===== config.mk =====
export PLATFORM = sky130hd
export DESIGN_NAME = freq_sweep_ctrl
export DESIGN_NICKNAME = d
export VERILOG_FILES = /design/src/rtl/freq_sweep_ctrl_pkg.sv /design/src/rtl/freq_sweep_ctrl_step.sv /design/src/rtl/freq_sweep_ctrl.sv
export SDC_FILE = /design/constraint.sdc
export NUM_CORES = 1
export LEC_CHECK = 0
export ABC_AREA = 1
export BUFFER_PORTS_ARGS = -buffer_cell sky130_fd_sc_hd__buf_2
export CORE_MARGIN = 2
export CORE_UTILIZATION = 55
export DETAILED_ROUTE_END_ITERATION = 6
export GPL_ROUTABILITY_DRIVEN = 1
export PLACE_DENSITY = 0.82
export SLEW_MARGIN = 20
export SYNTH_ARGS = -nofsm -noshare
export SYNTH_HDL_FRONTEND = slang
export SYNTH_SLANG_ARGS = --single-unit

===== constraint.sdc =====
create_clock -name clk_100MHz -period 3.6 [get_ports clk_100MHz]
set_clock_uncertainty 0.2 [all_clocks]
set_input_delay 0.54 -clock clk_100MHz [delete_from_list [all_inputs] [get_ports clk_100MHz]]
set_output_delay 0.54 -clock clk_100MHz [all_outputs]
set_load 0.01 [all_outputs]

===== src/rtl/freq_sweep_ctrl_pkg.sv =====
// Shared constants, reset defaults and state type for the tone-divider sweep controller.
package freq_sweep_ctrl_pkg;

  localparam int DATA_W = 16;

  localparam logic [3:0] OP_SET    = 4'h1;
  localparam logic [3:0] OP_PRESET = 4'h2;
  localparam logic [3:0] OP_MIN    = 4'h3;
  localparam logic [3:0] OP_MAX    = 4'h4;
  localparam logic [3:0] OP_STEP   = 4'h5;
  localparam logic [3:0] OP_DWELL  = 4'h6;
  localparam logic [3:0] OP_START  = 4'h7;
  localparam logic [3:0] OP_STOP   = 4'h8;

  localparam logic [DATA_W-1:0] DIV_PRESET_1 = 16'd1253;
  localparam logic [DATA_W-1:0] DIV_PRESET_2 = 16'd1250;
  localparam logic [DATA_W-1:0] DIV_PRESET_3 = 16'd1246;

  localparam logic [DATA_W-1:0] RST_DIV   = 16'd1250;
  localparam logic [DATA_W-1:0] RST_MIN   = 16'd1246;
  localparam logic [DATA_W-1:0] RST_MAX   = 16'd1253;
  localparam logic [DATA_W-1:0] RST_STEP  = 16'd1;
  localparam logic [DATA_W-1:0] RST_DWELL = 16'd40000;

  localparam logic DIR_UP   = 1'b0;
  localparam logic DIR_DOWN = 1'b1;

  typedef enum logic [1:0] {
    ST_IDLE  = 2'd0,
    ST_DWELL = 2'd1,
    ST_STEP  = 2'd2
  } sweep_state_t;

  // Unknown preset selectors fall back to the nominal divider.
  function automatic logic [DATA_W-1:0] preset_div(input logic [DATA_W-1:0] sel);
    case (sel)
      16'd1:   return DIV_PRESET_1;
      16'd2:   return DIV_PRESET_2;
      16'd3:   return DIV_PRESET_3;
      default: return DIV_PRESET_2;
    endcase
  endfunction

endpackage


===== src/rtl/freq_sweep_ctrl_step.sv =====
// Combinational triangle-sweep next value: clamps at max/min and reverses direction there.
module sweep_step_calc
  import freq_sweep_ctrl_pkg::*;
(
  input  logic [DATA_W-1:0] cur,
  input  logic [DATA_W-1:0] step,
  input  logic [DATA_W-1:0] min,
  input  logic [DATA_W-1:0] max,
  input  logic              dir,
  output logic [DATA_W-1:0] next,
  output logic              dir_next
);

  logic [DATA_W:0] w_up_sum;
  logic [DATA_W:0] w_dn_lim;

  // One extra bit so neither the up sum nor the down limit can wrap.
  assign w_up_sum = {1'b0, cur} + {1'b0, step};
  assign w_dn_lim = {1'b0, min} + {1'b0, step};

  always_comb begin
    next     = cur;
    dir_next = dir;
    if (dir == DIR_UP) begin
      if (w_up_sum >= {1'b0, max}) begin
        next     = max;
        dir_next = DIR_DOWN;
      end else begin
        next = w_up_sum[DATA_W-1:0];
      end
    end else begin
      if ({1'b0, cur} <= w_dn_lim) begin
        next     = min;
        dir_next = DIR_UP;
      end else begin
        next = cur - step;
      end
    end
  end

endmodule


===== src/rtl/freq_sweep_ctrl.sv =====
// UART-commanded tone divider controller: fixed/preset dividers and min..max triangle sweeps,
// with every divider change deferred to a generator period boundary.
module freq_sweep_ctrl
  import freq_sweep_ctrl_pkg::*;
(
  input  logic              clk_100MHz,
  input  logic              RSTN,
  input  logic [31:0]       o_Rx_Four_Bytes,
  input  logic              o_Rx_DV,
  input  logic              period_tick,
  output logic [DATA_W-1:0] freq_divider,
  output logic              div_update,
  output logic              sweep_active,
  output logic              cmd_err
);

  sweep_state_t r_state, w_state_nxt;

  logic [DATA_W-1:0] r_freq_divider, r_pending_val, r_cur;
  logic [DATA_W-1:0] r_min, r_max, r_step, r_dwell, r_dwell_cnt;
  logic              r_pending, r_dir, r_div_update, r_cmd_err;

  logic [3:0]        w_op;
  logic [DATA_W-1:0] w_val;
  logic              w_val_zero, w_apply, w_dwell_exp, w_unused_bits;
  logic [DATA_W-1:0] w_calc_next;
  logic              w_calc_dir;

  logic              w_stage, w_dir_nxt, w_err;
  logic [DATA_W-1:0] w_stage_val, w_cur_nxt, w_cnt_nxt;
  logic [DATA_W-1:0] w_min_nxt, w_max_nxt, w_step_nxt, w_dwell_nxt;

  assign w_op          = o_Rx_Four_Bytes[31:28];
  assign w_val         = o_Rx_Four_Bytes[15:0];
  assign w_unused_bits = ^o_Rx_Four_Bytes[27:16];
  assign w_val_zero    = (w_val == '0);
  assign w_apply       = period_tick & r_pending;
  assign w_dwell_exp   = (r_state == ST_DWELL) & period_tick &
                         (r_dwell_cnt == r_dwell - 16'd1);

  sweep_step_calc u_step (
    .cur      (r_cur),
    .step     (r_step),
    .min      (r_min),
    .max      (r_max),
    .dir      (r_dir),
    .next     (w_calc_next),
    .dir_next (w_calc_dir)
  );

  always_ff @(posedge clk_100MHz or negedge RSTN) begin
    if (!RSTN) r_state <= ST_IDLE;
    else       r_state <= w_state_nxt;
  end

  always_comb begin
    w_state_nxt = r_state;
    w_stage     = 1'b0;
    w_stage_val = r_pending_val;
    w_cur_nxt   = r_cur;
    w_dir_nxt   = r_dir;
    w_cnt_nxt   = r_dwell_cnt;
    w_min_nxt   = r_min;
    w_max_nxt   = r_max;
    w_step_nxt  = r_step;
    w_dwell_nxt = r_dwell;
    w_err       = 1'b0;

    case (r_state)
      ST_DWELL: begin
        if (w_dwell_exp) begin
          w_cnt_nxt = '0;
          // A command arriving with the expiry tick discards this step.
          if (!o_Rx_DV) w_state_nxt = ST_STEP;
        end else if (period_tick) begin
          w_cnt_nxt = r_dwell_cnt + 16'd1;
        end
      end
      ST_STEP: begin
        w_stage     = 1'b1;
        w_stage_val = w_calc_next;
        w_cur_nxt   = w_calc_next;
        w_dir_nxt   = w_calc_dir;
        w_state_nxt = ST_DWELL;
      end
      default: ;
    endcase

    if (o_Rx_DV) begin
      case (w_op)
        OP_SET: begin
          if (w_val_zero) w_err = 1'b1;
          else begin
            w_stage     = 1'b1;
            w_stage_val = w_val;
            w_state_nxt = ST_IDLE;
          end
        end
        OP_PRESET: begin
          w_stage     = 1'b1;
          w_stage_val = preset_div(w_val);
          w_state_nxt = ST_IDLE;
        end
        OP_MIN:   if (w_val_zero) w_err = 1'b1; else w_min_nxt   = w_val;
        OP_MAX:   if (w_val_zero) w_err = 1'b1; else w_max_nxt   = w_val;
        OP_STEP:  if (w_val_zero) w_err = 1'b1; else w_step_nxt  = w_val;
        OP_DWELL: if (w_val_zero) w_err = 1'b1; else w_dwell_nxt = w_val;
        OP_START: begin
          if (r_min > r_max) w_err = 1'b1;
          else begin
            w_stage     = 1'b1;
            w_stage_val = r_min;
            w_cur_nxt   = r_min;
            w_dir_nxt   = DIR_UP;
            w_cnt_nxt   = '0;
            w_state_nxt = ST_DWELL;
          end
        end
        OP_STOP: w_state_nxt = ST_IDLE;
        default: w_err = 1'b1;
      endcase
    end
  end

  // The apply uses the old pending value, so a value staged on the same edge waits a tick.
  always_ff @(posedge clk_100MHz or negedge RSTN) begin
    if (!RSTN) begin
      r_freq_divider <= RST_DIV;
      r_pending_val  <= RST_DIV;
      r_pending      <= 1'b0;
      r_cur          <= RST_DIV;
      r_dir          <= DIR_UP;
      r_dwell_cnt    <= '0;
      r_min          <= RST_MIN;
      r_max          <= RST_MAX;
      r_step         <= RST_STEP;
      r_dwell        <= RST_DWELL;
      r_div_update   <= 1'b0;
      r_cmd_err      <= 1'b0;
    end else begin
      if (w_apply) r_freq_divider <= r_pending_val;
      if (w_stage) begin
        r_pending     <= 1'b1;
        r_pending_val <= w_stage_val;
      end else if (w_apply) begin
        r_pending <= 1'b0;
      end
      r_cur        <= w_cur_nxt;
      r_dir        <= w_dir_nxt;
      r_dwell_cnt  <= w_cnt_nxt;
      r_min        <= w_min_nxt;
      r_max        <= w_max_nxt;
      r_step       <= w_step_nxt;
      r_dwell      <= w_dwell_nxt;
      r_div_update <= w_apply;
      r_cmd_err    <= w_err;
    end
  end

  assign freq_divider = r_freq_divider;
  assign div_update   = r_div_update;
  assign cmd_err      = r_cmd_err;
  assign sweep_active = (r_state != ST_IDLE);

endmodule


Word level (Yosys, flattened, before mapping)
Index checks and enable logic that the tools add are counted.
{"block": "totals", "word_cells": 91, "input_bits": 36, "reg_bits": 134}
{"block": "classes", "addsub": 5, "n_reduce_logical": 9, "order_cmp": 3, "mux": 44, "bitwise": 4, "n_eq_ne": 13}
{"op": "$mux W16", "count": 17}
{"op": "$pmux W16 S3", "count": 1}
{"op": "$add A16 B16 Y17", "count": 2}
{"op": "$ge A17 B16 Y1", "count": 1}
{"op": "$le A16 B17 Y1", "count": 1}
{"op": "$add A16 B1 Y16 const B", "count": 1}
{"op": "$eq A16 B1 Y1 const B", "count": 1}
{"op": "$eq A16 B16 Y1", "count": 1}
{"op": "$eq A16 B2 Y1 const B", "count": 1}
{"op": "$eq A4 B3 Y1 const B", "count": 4}
{"op": "$gt A16 B16 Y1", "count": 1}
{"op": "$logic_not A16 Y1", "count": 1}
{"op": "$mux W1", "count": 16}
{"op": "$sub A16 B1 Y16 const B", "count": 1}
{"op": "$sub A16 B16 Y16", "count": 1}
{"op": "$pmux W6 S2", "count": 1}
{"op": "$reduce_and A3 Y1", "count": 4}
{"op": "$mux W2", "count": 5}
{"op": "$eq A4 B2 Y1 const B", "count": 2}
{"op": "$pmux W1 S3", "count": 2}
{"op": "$pmux W2 S3", "count": 1}
{"op": "$reduce_or A5 Y1", "count": 1}
{"op": "$eq A4 B1 Y1 const B", "count": 1}
{"op": "$eq A4 B4 Y1 const B", "count": 1}
{"op": "other kinds (7)", "count": 10}

Depth between registers and ports, before layout
{"block": "depth", "ltp_word": 8, "depth_mapped": 33}

By module
A second synthesis with hierarchy kept.
{"block": "unflattened", "cells_unflattened": 1656, "area_unflattened_um2": 11352.1}
{"mod": "freq_sweep_ctrl", "cells_per_inst": 973, "area_per_inst_um2": 7429.6, "instances": 1}
{"mod": "sweep_step_calc", "cells_per_inst": 683, "area_per_inst_um2": 3922.5, "instances": 1}

Least setup slack after synthesis
No wires, ideal clock.
{"block": "synth_timing", "path_type": "register -> register", "startpoint": "reg r_min[2]", "endpoint": "reg r_pending_val[2]", "synth_period_minus_slack_ns": 3.838, "path_stages_with_launch": 25, "setup_ns": 0.118, "slack_ns": -0.238, "arrival_time_ns": 3.521, "path_buffers": 1, "cell_sequence": "dfstp_2 ha_1 a21oi_1 nand2_1 a21oi_1 o21bai_1 a21oi_1 o21bai_1 a21boi_0 o21ai_1 nand2_1 nand2_1 xnor2_1 ha_1 nand2_1 nor2_1 nand4_1 o221a_2 clkbuf_1 nand4_1 nand3_1 nand3_2 nand2_1 a21oi_1 nor2_1"}
{"block": "synth_between", "elab_chain_len": 8}
{"element": "from (decl)", "line_no": "freq_sweep_ctrl.sv:20", "text": "logic [DATA_W-1:0] r_min, r_max, r_step, r_dwell, r_dwell_cnt;"}
{"element": "from (signal assigned)", "line_no": "freq_sweep_ctrl.sv:151", "text": "r_min <= w_min_nxt;"}
{"element": "$add A16 B16 Y17", "line_no": "freq_sweep_ctrl_step.sv:19", "text": "assign w_dn_lim = {1'b0, min} + {1'b0, step};"}
{"element": "$le A16 B17 Y1", "line_no": "freq_sweep_ctrl_step.sv:32", "text": "if ({1'b0, cur} <= w_dn_lim) begin"}
{"element": "$mux W16", "line_no": "freq_sweep_ctrl_step.sv:32"}
{"element": "$mux W16", "line_no": "freq_sweep_ctrl_step.sv:24", "text": "if (dir == DIR_UP) begin"}
{"element": "$mux W16", "line_no": "freq_sweep_ctrl.sv:69", "text": "case (r_state)"}
{"element": "$mux W16 (on tied branches)", "line_no": "freq_sweep_ctrl.sv:109, freq_sweep_ctrl.sv:92"}
{"element": "$pmux W16 S3", "line_no": "freq_sweep_ctrl.sv:90", "text": "case (w_op)"}
{"element": "$mux W16", "line_no": "freq_sweep_ctrl.sv:89", "text": "if (o_Rx_DV) begin"}
{"element": "to (signal assigned)", "line_no": "freq_sweep_ctrl.sv:144", "text": "r_pending_val <= w_stage_val;"}
{"element": "to (decl)", "line_no": "freq_sweep_ctrl.sv:19", "text": "logic [DATA_W-1:0] r_freq_divider, r_pending_val, r_cur;"}
Several ways; a longest one is shown, not always the timed one.
A chain may end at the register's enable or synchronous reset.

Worst setup path after layout
{"block": "layout_timing", "startpoint": "reg r_min[2]", "endpoint": "reg r_cur[6]"}
{"block": "layout_between", "elab_chain_len": 8}
{"element": "$add A16 B16 Y17", "line_no": "freq_sweep_ctrl_step.sv:19"}
{"element": "$le A16 B17 Y1", "line_no": "freq_sweep_ctrl_step.sv:32"}
{"element": "$mux W16", "line_no": "freq_sweep_ctrl_step.sv:32"}
{"element": "$mux W16", "line_no": "freq_sweep_ctrl_step.sv:24"}
{"element": "$mux W16", "line_no": "freq_sweep_ctrl.sv:69"}
{"element": "$mux W16", "line_no": "freq_sweep_ctrl.sv:109", "text": "if (r_min > r_max) w_err = 1'b1;"}
{"element": "$mux W16", "line_no": "freq_sweep_ctrl.sv:90"}
{"element": "$mux W16 (*)", "line_no": "freq_sweep_ctrl.sv:89"}
{"element": "via w_cur_nxt[6]", "line_no": "freq_sweep_ctrl.sv:30", "text": "logic [DATA_W-1:0] w_stage_val, w_cur_nxt, w_cnt_nxt;"}
{"element": "to (signal assigned)", "line_no": "freq_sweep_ctrl.sv:148", "text": "r_cur <= w_cur_nxt;"}
{"element": "to (decl)", "line_no": "freq_sweep_ctrl.sv:19"}
The timed path passes the listed nets; every way through them passes the cells marked *.

==> results.md <==
- CTS tree: done
- Final core occ: 70.1%
- Most used DFF post-synth: dfrtp_1
- Period utilization: 117%
- Synth Net Count: 1636
- Worst hold path type: primary input to register
- Clk pwr share: ~14%
- Yosys reg bits: 134
- Die area: slightly above 20000 um2
- Critical Path RT: 3.74 ns
- GRT met3 Usage: under 10%
- Synth async-reset ratio: between 90% and 100%
- Ant. Diodes: 0
- Max transition margin: 52.3%
- # DRC: 0
- Per-cell routed wire length: between 15 and 20 um
- PwrDens: 958 nW/um2
- Comb pwr share: 66.8%
- Grt met1 use: 41.1%
- Largest net degree at the start of global routing: 71
- IO Pins: between 50 and 60
- Worst skew pair latency: 0.44 ns
- Slew Viols, Final: 0
- Number of CTS-inserted buffers: 17
- Routed vias/inst: 5.69
- RSZ-0062 raised after global routing: yes
- Core area: 19300 um2
- Crit path arrival time: about 4.4 ns
- Final setup violation count: 33
- Die Wd: 144 um
- Failing checks: negative setup slack
- Via count: 11200
- Status: finished with violations
- Filler cell count: 1455
- Max Cap Violations: 0
- Chip height: 144 um
- Syn_area_per_cell: between 7 and 8 um2
- Initial core utilization: around 56%
- Register area: 3400 um2
- Highest Clock Rate: around 0.24 GHz
- Initial antenna violation count: 0
- Switch Pwr: 6.16 mW
- Setup TNS: -15.53 ns
- Total wire length: 35000 um
- Cell count after placement: 1919
- Synth Cell Area: 10800 um2
- Worst vdd ir: 627 uV
- Share of layout cells above drive strength 1: 24.8%
- I/O Buffers: 42
- Power, Total: roughly 13 mW
- Tightest Pin Transition: 0.714 ns
- Worst-path clk slew: 0.07 ns
- Clock root buffer: clkbuf_16
- CP Launch Type: register
- DRT iter0 DRCs: approximately 1200
- Area occupied by multi-input gates: between 6000 and 7000 um2
- Mapped Cells: 1497
- Internal power: 6.81 mW
- Crit Path Max Fanout: 6
- Setup Crit Path Kind: register to register
- Final setup margin: -0.620 ns
- Endpoint class of the critical path: register
- Number of synthesized flops with an enable pin: 0
- Global-route wire length before repair: 53100 um
- Fin cells: slightly below 2000
- Grt peak-use layer: met2
- Grt met2 use: between 50% and 60%
- Switching fraction of total power: 47.5%
- Grt ovf: 0
- Vias in the first global route: 10500
- Clk sinks: ~130
- Placer congestion estimate: 0.976
- Register area share after synthesis: about a third
- Synth-to-layout area growth: 25.8%
- Routed Antenna Nets: 0
- Warnings, synthesis: 0
- Reg power frac: 19.6%
- FP Rows: slightly above 50
- Post-DP HPWL: around 26000 um
- TritonRoute pass-1 iters: 6
- H-tree depth: 4
- Final-stage net count: 1833
- Synth unique cells: 52
- GRT Util Overall: 33.2%
- CTS Buffer Depth: 2
- Hold Violations, Final: 0
- Fin crit period: 4.22 ns
- Hold Slack: 0.161 ns
- Leak: 6.99 nW
## placed cells by master (no fill, tap or decap), types with 5 or more instances in the layout
cell,instances
a21o_1,5
a21oi_1,72
a21oi_2,16
a31oi_1,14
buf_2,41
buf_4,167
buf_6,11
clkbuf_16,18
clkinv_8,5
dfrtp_1,99
dfstp_2,34
ha_1,88
ha_4,10
inv_1,151
inv_2,10
inv_8,7
nand2_1,396
nand2_2,42
nand3_1,84
nand3_2,19
nand3b_1,5
nand4_1,32
nor2_1,114
nor3_1,15
o21ai_0,91
o21ai_1,11
o21bai_1,8
xnor2_1,21
xor2_1,50
## sequential cells by signal, indices dropped and copies added (netlist names), 2 cells and up
name,flops
freq_divider,16
r_cur,16
r_dwell,16
r_dwell_cnt,16
r_max,16
r_min,16
r_pending_val,16
r_state,2
r_step,16
## power by group through the flow
stage	logic [mW]	registers, mW	clock network, mW
2_1_floorplan	4.46	2.51	0
4_1_cts	7.59	2.52	1.76
3_3_place_gp	7.13	2.51	0
6_report	8.67	2.55	1.76
3_5_place_dp	7.32	2.53	0
5_1_grt	9.38	2.60	1.83
## through the flow
stage / cell area (um2) / worst slack [ns]
finish: 13500 / -0.620
global route: 13500 / -0.751
CTS: 13100 / -0.419
detailed placement: 12300 / -0.639
global placement: 12300 / -0.469
floorplan: 10800 / -0.0731
## kinds of logic (layout without fill, tap and decap cells)
logic type	Yosys count	in the layout	synth area share, %
AND/OR/NAND/NOR	737	737	29.9
AO/OA/AOI/OAI	238	238	12.3
flip-flops	134	134	31.5
buffers and inverters	213	423	8.20
XOR/XNOR	72	72	5.86
adder cells (fa/ha/maj)	103	103	12.2
## critical path: stages (launching register included)
cell	delay (ns)
dfstp_2	0.56
ha_4	0.22
a21oi_2	0.16
nand2_2	0.08
a21oi_2	0.16
o21bai_1	0.10
a21oi_1	0.17
o21bai_2	0.10
a21boi_2	0.22
o21ai_2	0.13
nand2_1	0.10
nand2_2	0.06
xnor2_2	0.13
ha_1	0.29
nand2_2	0.06
nor2_2	0.10
nand4_1	0.13
o221a_4	0.27
nand3_4	0.15
buf_4	0.14
nand2_2	0.04
nand3_2	0.09
nand3_4	0.11
buf_6	0.14
a31oi_1	0.22
## per-layer routing
layer  up-vias  part of all wire [%]
li1       5296                     -
met1      5187                    38
met2       577                    47
met3       165                   7.9
met4         0                   6.6
met5         -                     0
## repair_timing
item                                   4_1_cts  5_1_grt
pin swaps                                   15       45
gates cloned                                 0        2
gates resized for setup                     36       72
setup endpoints to repair                   33       33
endpoints found under the hold margin       50        0
hold buffers                                 1        0
setup buffers                                4       14
## synth_stat cells, types with 2 or more instances
library cell / number / share of area [%]
buf_6: 4 / 0.42
o21ai_2: 2 / 0.16
inv_1: 156 / 5.4
o21a_1: 2 / 0.14
nor2_2: 4 / 0.23
a31oi_1: 16 / 0.93
nor4_1: 4 / 0.23
nand2_1: 426 / 15
nor3b_1: 2 / 0.14
clkinv_1: 4 / 0.14
nand3b_1: 5 / 0.35
o221a_2: 2 / 0.21
dfstp_2: 34 / 8.3
nand4_1: 32 / 1.9
nor3_1: 16 / 0.74
o21ai_0: 97 / 4.5
xor2_1: 50 / 4.1
buf_2: 8 / 0.37
a21oi_2: 4 / 0.33
a21boi_0: 3 / 0.21
a21o_1: 5 / 0.35
dfrtp_1: 100 / 23
nor2_1: 116 / 4.0
o21ai_1: 6 / 0.28
nor3_2: 2 / 0.19
and3_1: 2 / 0.12
nand3_1: 90 / 4.2
nand3_2: 16 / 1.5
clkbuf_1: 26 / 0.91
o21bai_1: 9 / 0.63
nand2_2: 16 / 0.93
inv_2: 6 / 0.21
buf_4: 6 / 0.42
a21oi_1: 84 / 3.9
ha_1: 100 / 12
xnor2_1: 22 / 1.8
a211oi_1: 3 / 0.21
fa_1: 3 / 0.56
## layout make-up
type	count	share of cell area, %
multi-input combinational	1150	51.0
sequential	134	25.1
timing repair buffer	223	12.2
inverter	167	4.74
clock buffer	17	3.14
tap	265	2.45
clock inverter	15	1.26
timing repair inverter	1	0.120
## path summary, 6_finish.rpt
kind / slack, ns / cells after the start / end / start
max: -0.62 / 24 / r_cur[6] / r_min[2]
min: 0.16 / 3 / cmd_err / o_Rx_DV
max reg2reg: -0.62 / 24 / r_cur[6] / r_min[2]
min reg2reg: 0.27 / 2 / freq_divider[5] / freq_divider[5]
max in group asynchronous: 1.88 / 3 / r_max[6] / RSTN
min in group asynchronous: 0.48 / 2 / r_step[1] / RSTN
Note: power is estimated with default switching activity, not from simulation.
